<file path="src/rtl/pkt_drain_fifo.sv">
// Packet holding FIFO: buffers parser beats and releases one whole
// packet per allow_drain pulse, tagged with its action word.
module pkt_drain_fifo #(
   parameter int DATA_W    = 64,
   parameter int ACTION_W  = 64,
   parameter int DEPTH     = 64,
   parameter int ACT_DEPTH = 4
) (
   input  logic                clk,
   input  logic                rst_n,
   input  logic                in_valid,
   input  logic [DATA_W-1:0]   in_data,
   input  logic                in_sop,
   input  logic                in_eop,
   output logic                in_ready,
   input  logic                allow_drain,
   input  logic [ACTION_W-1:0] action_in,
   output logic                out_valid,
   output logic [DATA_W-1:0]   out_data,
   output logic                out_sop,
   output logic                out_eop,
   output logic [ACTION_W-1:0] out_action,
   input  logic                out_ready,
   output logic [15:0]         drop_count,
   output logic                err_act_ovf,
   output logic                err_framing
);

   localparam int AW = $clog2(DEPTH);
   localparam int QW = $clog2(ACT_DEPTH);

   localparam logic [1:0] IDLE  = 2'd0;
   localparam logic [1:0] DRAIN = 2'd1;
   localparam logic [1:0] DROP  = 2'd2;

   logic [DATA_W+1:0]   mem [DEPTH];
   logic [AW:0]         wptr;
   logic [AW:0]         rptr;
   logic [ACTION_W-1:0] aq [ACT_DEPTH];
   logic [QW:0]         awptr;
   logic [QW:0]         arptr;
   logic [1:0]          state;
   logic [ACTION_W-1:0] cur_action;

   logic                data_empty;
   logic                data_full;
   logic                act_empty;
   logic                act_full;
   logic                push;
   logic                pop;
   logic                act_push;
   logic                act_pop;
   logic [DATA_W-1:0]   head_data;
   logic                head_sop;
   logic                head_eop;
   logic [ACTION_W-1:0] act_head;

   // MSB of each pointer tells a full queue from an empty one
   assign data_empty = (wptr == rptr);
   assign data_full  = (wptr[AW] != rptr[AW]) &&
                       (wptr[AW-1:0] == rptr[AW-1:0]);
   assign act_empty  = (awptr == arptr);
   assign act_full   = (awptr[QW] != arptr[QW]) &&
                       (awptr[QW-1:0] == arptr[QW-1:0]);

   assign in_ready = !data_full;
   assign push     = in_valid && in_ready;
   assign act_push = allow_drain && !act_full;

   assign {head_data, head_sop, head_eop} = mem[rptr[AW-1:0]];
   assign act_head = aq[arptr[QW-1:0]];

   always_comb begin
      pop       = 1'b0;
      act_pop   = 1'b0;
      out_valid = 1'b0;
      unique case (state)
         IDLE: begin
            act_pop = !act_empty && !data_empty;
         end
         DRAIN: begin
            out_valid = !data_empty;
            pop       = !data_empty && out_ready;
         end
         DROP: begin
            pop = !data_empty;
         end
         default: begin
         end
      endcase
   end

   assign out_data   = out_valid ? head_data : '0;
   assign out_sop    = out_valid && head_sop;
   assign out_eop    = out_valid && head_eop;
   assign out_action = cur_action;

   always_ff @(posedge clk) begin
      if (push) mem[wptr[AW-1:0]] <= {in_data, in_sop, in_eop};
   end

   always_ff @(posedge clk) begin
      if (act_push) aq[awptr[QW-1:0]] <= action_in;
   end

   always_ff @(posedge clk) begin
      if (!rst_n) begin
         wptr        <= '0;
         rptr        <= '0;
         awptr       <= '0;
         arptr       <= '0;
         state       <= IDLE;
         cur_action  <= '0;
         drop_count  <= '0;
         err_act_ovf <= 1'b0;
         err_framing <= 1'b0;
      end else begin
         if (push)     wptr  <= wptr + (AW+1)'(1);
         if (pop)      rptr  <= rptr + (AW+1)'(1);
         if (act_push) awptr <= awptr + (QW+1)'(1);
         if (act_pop)  arptr <= arptr + (QW+1)'(1);
         if (allow_drain && act_full) err_act_ovf <= 1'b1;
         unique case (state)
            IDLE: begin
               if (act_pop) begin
                  cur_action <= act_head;
                  state      <= act_head[0] ? DROP : DRAIN;
                  // a headless beat is still taken as the packet start
                  if (!head_sop) err_framing <= 1'b1;
               end
            end
            DRAIN: begin
               if (pop && head_eop) state <= IDLE;
            end
            DROP: begin
               if (pop && head_eop) begin
                  state <= IDLE;
                  if (drop_count != 16'hFFFF)
                     drop_count <= drop_count + 16'd1;
               end
            end
            default: begin
               state <= IDLE;
            end
         endcase
      end
   end

endmodule

</file>
<file path="config.mk">
export PLATFORM = sky130hd
export DESIGN_NAME = pkt_drain_fifo
export DESIGN_NICKNAME = d
export VERILOG_FILES = /design/src/rtl/pkt_drain_fifo.sv
export SDC_FILE = /design/constraint.sdc
export NUM_CORES = 2
export LEC_CHECK = 0
export ABC_AREA = 0
export CORE_UTILIZATION = 24
export CTS_BUF_LIST = sky130_fd_sc_hd__clkbuf_8
export CTS_CLUSTER_SIZE = 12
export DETAILED_ROUTE_END_ITERATION = 8
export GPL_ROUTABILITY_DRIVEN = 0
export PLACE_DENSITY = 0.46
export SLEW_MARGIN = 20
export SYNTH_ARGS = -nofsm -noshare
export SYNTH_HDL_FRONTEND = slang
export SYNTH_MEMORY_MAX_BITS = 65536
export SYNTH_SLANG_ARGS = --single-unit
export TNS_END_PERCENT = 100
</file>
<file path="constraint.sdc">
create_clock -name clk -period 6.8 [get_ports clk]
set_clock_uncertainty 0.15 [all_clocks]
set_input_delay 2.04 -clock clk [delete_from_list [all_inputs] [get_ports clk]]
set_output_delay 2.04 -clock clk [all_outputs]
set_load 0.01 [all_outputs]
</file>
==> impl_metrics.xml <==
<?xml version="1.0" encoding="UTF-8"?>
<metrics>
  <group name="status">
    <metric name="status" unit="">finished clean</metric>
  </group>
  <group name="cts">
    <metric name="cts_root_buffer" unit="">clkbuf_8</metric>
    <metric name="level_count_of_the_clock_h_tree" unit="">6</metric>
    <metric name="maximum_buffer_depth_of_the_clock_tree" unit="">4</metric>
    <metric name="cts_tree" unit="">yes</metric>
    <metric name="cts.hold.buffers_added" unit="">0</metric>
    <metric name="worstSkewPairLatency" unit="ns">1.35</metric>
    <metric name="clk_transition_reported_paths" unit="ns">0.06</metric>
    <metric name="numClockSinks" unit="">4592</metric>
    <metric name="tritoncts.num_buffers" unit="">747</metric>
  </group>
  <group name="die">
    <metric name="placement_rows" unit="">312</metric>
    <metric name="start_util" unit="">0.241</metric>
    <metric name="die_area" unit="mm^2">0.728</metric>
    <metric name="floorplan.die.height" unit="um">853</metric>
    <metric name="boundaryPins" unit="">285</metric>
    <metric name="die_x" unit="um">853</metric>
    <metric name="coreArea" unit="mm^2">0.722</metric>
  </group>
  <group name="sta">
    <metric name="final.setup.worst_slack" unit="ns">0.0509</metric>
    <metric name="layout_worst_path_cycle_share" unit="">0.993</metric>
    <metric name="worst-slew-pin-transition" unit="ns">1.12</metric>
    <metric name="final-hold-violation-count" unit="">0</metric>
    <metric name="relSlewSlack" unit="">0.254</metric>
    <metric name="finalSetupViolations" unit="">0</metric>
    <metric name="report.final.slew_viol_count" unit="">0</metric>
    <metric name="unrepaired_setup_endpoints_after_global_routing" unit="">true</metric>
    <metric name="maxClockFrequency" unit="MHz">148</metric>
    <metric name="final.min_clock_period" unit="ns">6.75</metric>
  </group>
  <group name="power">
    <metric name="p_per_area" unit="mW/mm^2">266</metric>
    <metric name="p_sw_frac" unit="">0.229</metric>
    <metric name="peakVddDrop" unit="mV">0.204</metric>
    <metric name="switching_power" unit="mW">12.9</metric>
    <metric name="power_frac_seq" unit="">0.558</metric>
    <metric name="share_comb_of_total_power" unit="">0.035</metric>
    <metric name="power_report.internal_total" unit="mW">43.3</metric>
    <metric name="pwr-share-clk" unit="">0.407</metric>
    <metric name="cellLeakagePower" unit="nW">63.3</metric>
    <metric name="total_power" unit="mW">56.2</metric>
  </group>
  <group name="cells_and_area">
    <metric name="layout.nets" unit="">8374</metric>
    <metric name="synthToLayoutAreaGrowth" unit="%">21.5</metric>
    <metric name="drive_gt1_frac" unit="">0.366</metric>
    <metric name="final_core_util" unit="">0.293</metric>
  </group>
  <group name="drt">
    <metric name="avgViaCountPerCell" unit="">4.62</metric>
    <metric name="total_wirelength" unit="um">573000</metric>
    <metric name="routed-via-count" unit="">85100</metric>
    <metric name="drcViolationCount" unit="">0</metric>
    <metric name="dr.first_iter.drc_count" unit="">10800</metric>
    <metric name="ant_nets" unit="">0</metric>
    <metric name="drt-pass1-iter-count" unit="">7</metric>
    <metric name="wl_per_cell" unit="um">31.1</metric>
  </group>
  <group name="worst_hold_path">
    <metric name="hold_path.startpoint" unit="">out_action[16]</metric>
    <metric name="whs_path_depth" unit="">2</metric>
    <metric name="hold_class" unit="">reg -&gt; reg</metric>
    <metric name="endpoint_with_the_worst_hold_slack" unit="">out_action[16]</metric>
  </group>
  <group name="worst_setup_path">
    <metric name="r2r_start" unit="">wptr[0]</metric>
    <metric name="ff2ff_path_depth" unit="">8</metric>
    <metric name="crit_path_max_incr_delay" unit="ns">0.63</metric>
    <metric name="crit_required" unit="ns">4.61</metric>
    <metric name="standard_cell_with_the_maximum_stage_delay_on_the_critical_path" unit="">mux4_2</metric>
    <metric name="crit_chain" unit="">buf_12, buf_12, buf_12, buf_16, buf_8, buf_12, mux4_2, mux4_2, mux4_2, and3_4, buf_6</metric>
    <metric name="worstSetupPathType" unit="">reg -&gt; out</metric>
    <metric name="critPathLaunchType" unit="">register</metric>
    <metric name="r2r_end" unit="">mem[8][28]</metric>
    <metric name="path_common_cell" unit="">buf_12</metric>
    <metric name="timing.critical_path.fanout_max" unit="">9</metric>
    <metric name="timing.critical_path.arrival" unit="ns">4.56</metric>
    <metric name="worst_setup_path_end_kind" unit="">primary output</metric>
    <metric name="reg2reg_slack" unit="ns">2.31</metric>
  </group>
  <group name="synthesis">
    <metric name="post_synth_main_area_contributors" unit="">edfxtp_1 77%, mux4_2 19%, dfxtp_1 1.3%, clkbuf_1 0.45%, buf_2 0.37%</metric>
    <metric name="netlist_instances" unit="">6972</metric>
    <metric name="synth_most_common_cell" unit="">edfxtp_1</metric>
    <metric name="synthDominantCellAreaShare" unit="">0.773</metric>
    <metric name="ys_types" unit="">47</metric>
    <metric name="synth-seq-area-share" unit="">0.786</metric>
    <metric name="primary_flip_flop_cell_chosen_by_synthesis_mapping" unit="">edfxtp_1</metric>
    <metric name="postSynthAreaPerCell" unit="um^2">25.0</metric>
    <metric name="syn-cell-area" unit="mm^2">0.174</metric>
    <metric name="ys.warnings.count" unit="">0</metric>
    <metric name="postSynth.asyncResetShare" unit="">0</metric>
    <metric name="postSynthNetCount" unit="">7118</metric>
    <metric name="synth_largest_area_cell" unit="">edfxtp_1</metric>
    <metric name="synth_commonest_cells" unit="">4480 x edfxtp_1, 1445 x mux4_2, 210 x clkbuf_1</metric>
    <metric name="synth_edf_count" unit="">4480</metric>
    <metric name="synth.ff_latch_count" unit="">4592</metric>
  </group>
  <group name="place">
    <metric name="dp_hpwl" unit="um">286000</metric>
    <metric name="placement.setup.worst_slack" unit="ns">0.769</metric>
    <metric name="numPortBuffers" unit="">284</metric>
  </group>
  <group name="global_routing">
    <metric name="first_global_vias" unit="">88200</metric>
    <metric name="number_of_antenna_violations_at_the_first_check_in_global_routing" unit="">97</metric>
    <metric name="grt_start_max_net_pins" unit="">75</metric>
    <metric name="first_pass_grt_wire_length" unit="um">768000</metric>
    <metric name="grt.overflow.total" unit="">0</metric>
    <metric name="grt.total_usage" unit="">0.153</metric>
  </group>
  <group name="flow_run">
    <metric name="number_of_max_cap_violations" unit="">0</metric>
  </group>
</metrics>
==> final cells by class <==
type / instances / area (um^2)
Fill cell: 69800 / 511000
Sequential cell: 4592 / 137000
Multi-Input combinational cell: 1995 / 36400
Timing Repair Buffer: 881 / 12200
Tap cell: 9577 / 12000
Clock buffer: 764 / 10500
Clock inverter: 582 / 3480
Antenna cell: 25 / 62.6
Inverter: 11 / 42.5
==> critical path, delay by kind of cell (launching register included) <==
kind / cells / cell delay [ns]
simple gates: 1 / 0.24
buf+inv: 7 / 0.93
mux: 3 / 1.66
flops: 1 / 0.38
==> layout by cell type, fill, tap and decap left out, drive strengths merged, types with 3 or more instances in the layout <==
cell / instances
nor2: 106
nor3: 4
mux2i: 17
clkbuf: 767
buf: 703
and2: 8
nand4: 10
a31o: 4
nand2: 157
diode: 25
and3: 74
clkdlybuf4s15: 9
bufinv: 19
clkinvlp: 3
dlygate4sd2: 8
ha: 11
nand3: 15
xnor2: 19
clkinv: 285
inv: 286
mux4: 1445
xor2: 10
clkdlybuf4s50: 152
nand3b: 7
nand2b: 7
a21oi: 75
dfxtp: 112
edfxtp: 4480
bufbuf: 5
==> layer usage <==
metal  part of all wire  vias up  global-route usage  wire (um)
met5            0.00066        -                   0        380
met4              0.023       58              0.0365      13400
met3              0.080      916              0.0351      45800
met2               0.48     3677               0.252     276000
met1               0.41    47400               0.205     237000
li1                   -    33000                   -          -
==> registers in the layout, summed over array words and instances, names as in the netlist, named ones only <==
| register | count |
|---|---|
| mem | 4224 |
| aq | 256 |
| out_action | 64 |
| drop_count | 16 |
| rptr | 7 |
| wptr | 7 |
| arptr | 3 |
| awptr | 3 |
| state | 2 |
| err_act_ovf | 1 |
| err_framing | 1 |
==> metrics by stage <==
step	TNS, ns	instances	hold slack, ns	instance area [um^2]
detailed placement	0	16800	0.300	192000
global route	-0.104	18400	0.322	211000
finish	0	18400	0.308	211000
CTS	-2.86	18400	0.312	211000
global placement	0	16800	0.297	192000
floorplan	0	6972	0.329	174000
==> power by group through the flow <==
| stage | sequential (mW) | clock, mW | combinational (mW) |
|---|---|---|---|
| after floorplan | 32.0 | 0 | 0.773 |
| after global placement | 32.0 | 0 | 1.81 |
| after detailed placement | 32.0 | 0 | 1.87 |
| after CTS | 31.4 | 23.4 | 2.00 |
| after global routing | 31.4 | 24.6 | 2.11 |
| final | 31.4 | 22.9 | 1.97 |
==> how the worst max path moves through the flow <==
stage	cells past startpoint	start	end
6_report	11	register	out_data[31]
5_1_grt	13	register	out_data[21]
4_1_cts	12	register	out_data[34]
3_5_place_dp	8	register	out_data[19]
3_3_place_gp	9	register	out_data[34]
2_1_floorplan	4	in_valid	mem[31][0]
==> kinds of logic (layout without fill, tap and decap cells) <==
group | Yosys count | in the layout | synth area share
muxes | 1463 | 1463 | 0.188
AOI/OAI and AO/OA | 93 | 93 | 0.00315
and+or+nand+nor | 399 | 399 | 0.0106
buffers and inverters | 385 | 2238 | 0.00980
adders and majority gates | 11 | 11 | 0.000791
other | 0 | 25 | 0
xor gates and xnor gates | 29 | 29 | 0.00146
DFF | 4592 | 4592 | 0.786
==> what timing repair did <==
action,CTS,global route
gates cloned,64,2
setup endpoints to repair,66,22
buffers inserted,186,18
pin swaps,1,0
resized for setup,509,17
Power figures use the tool's default switching activity.
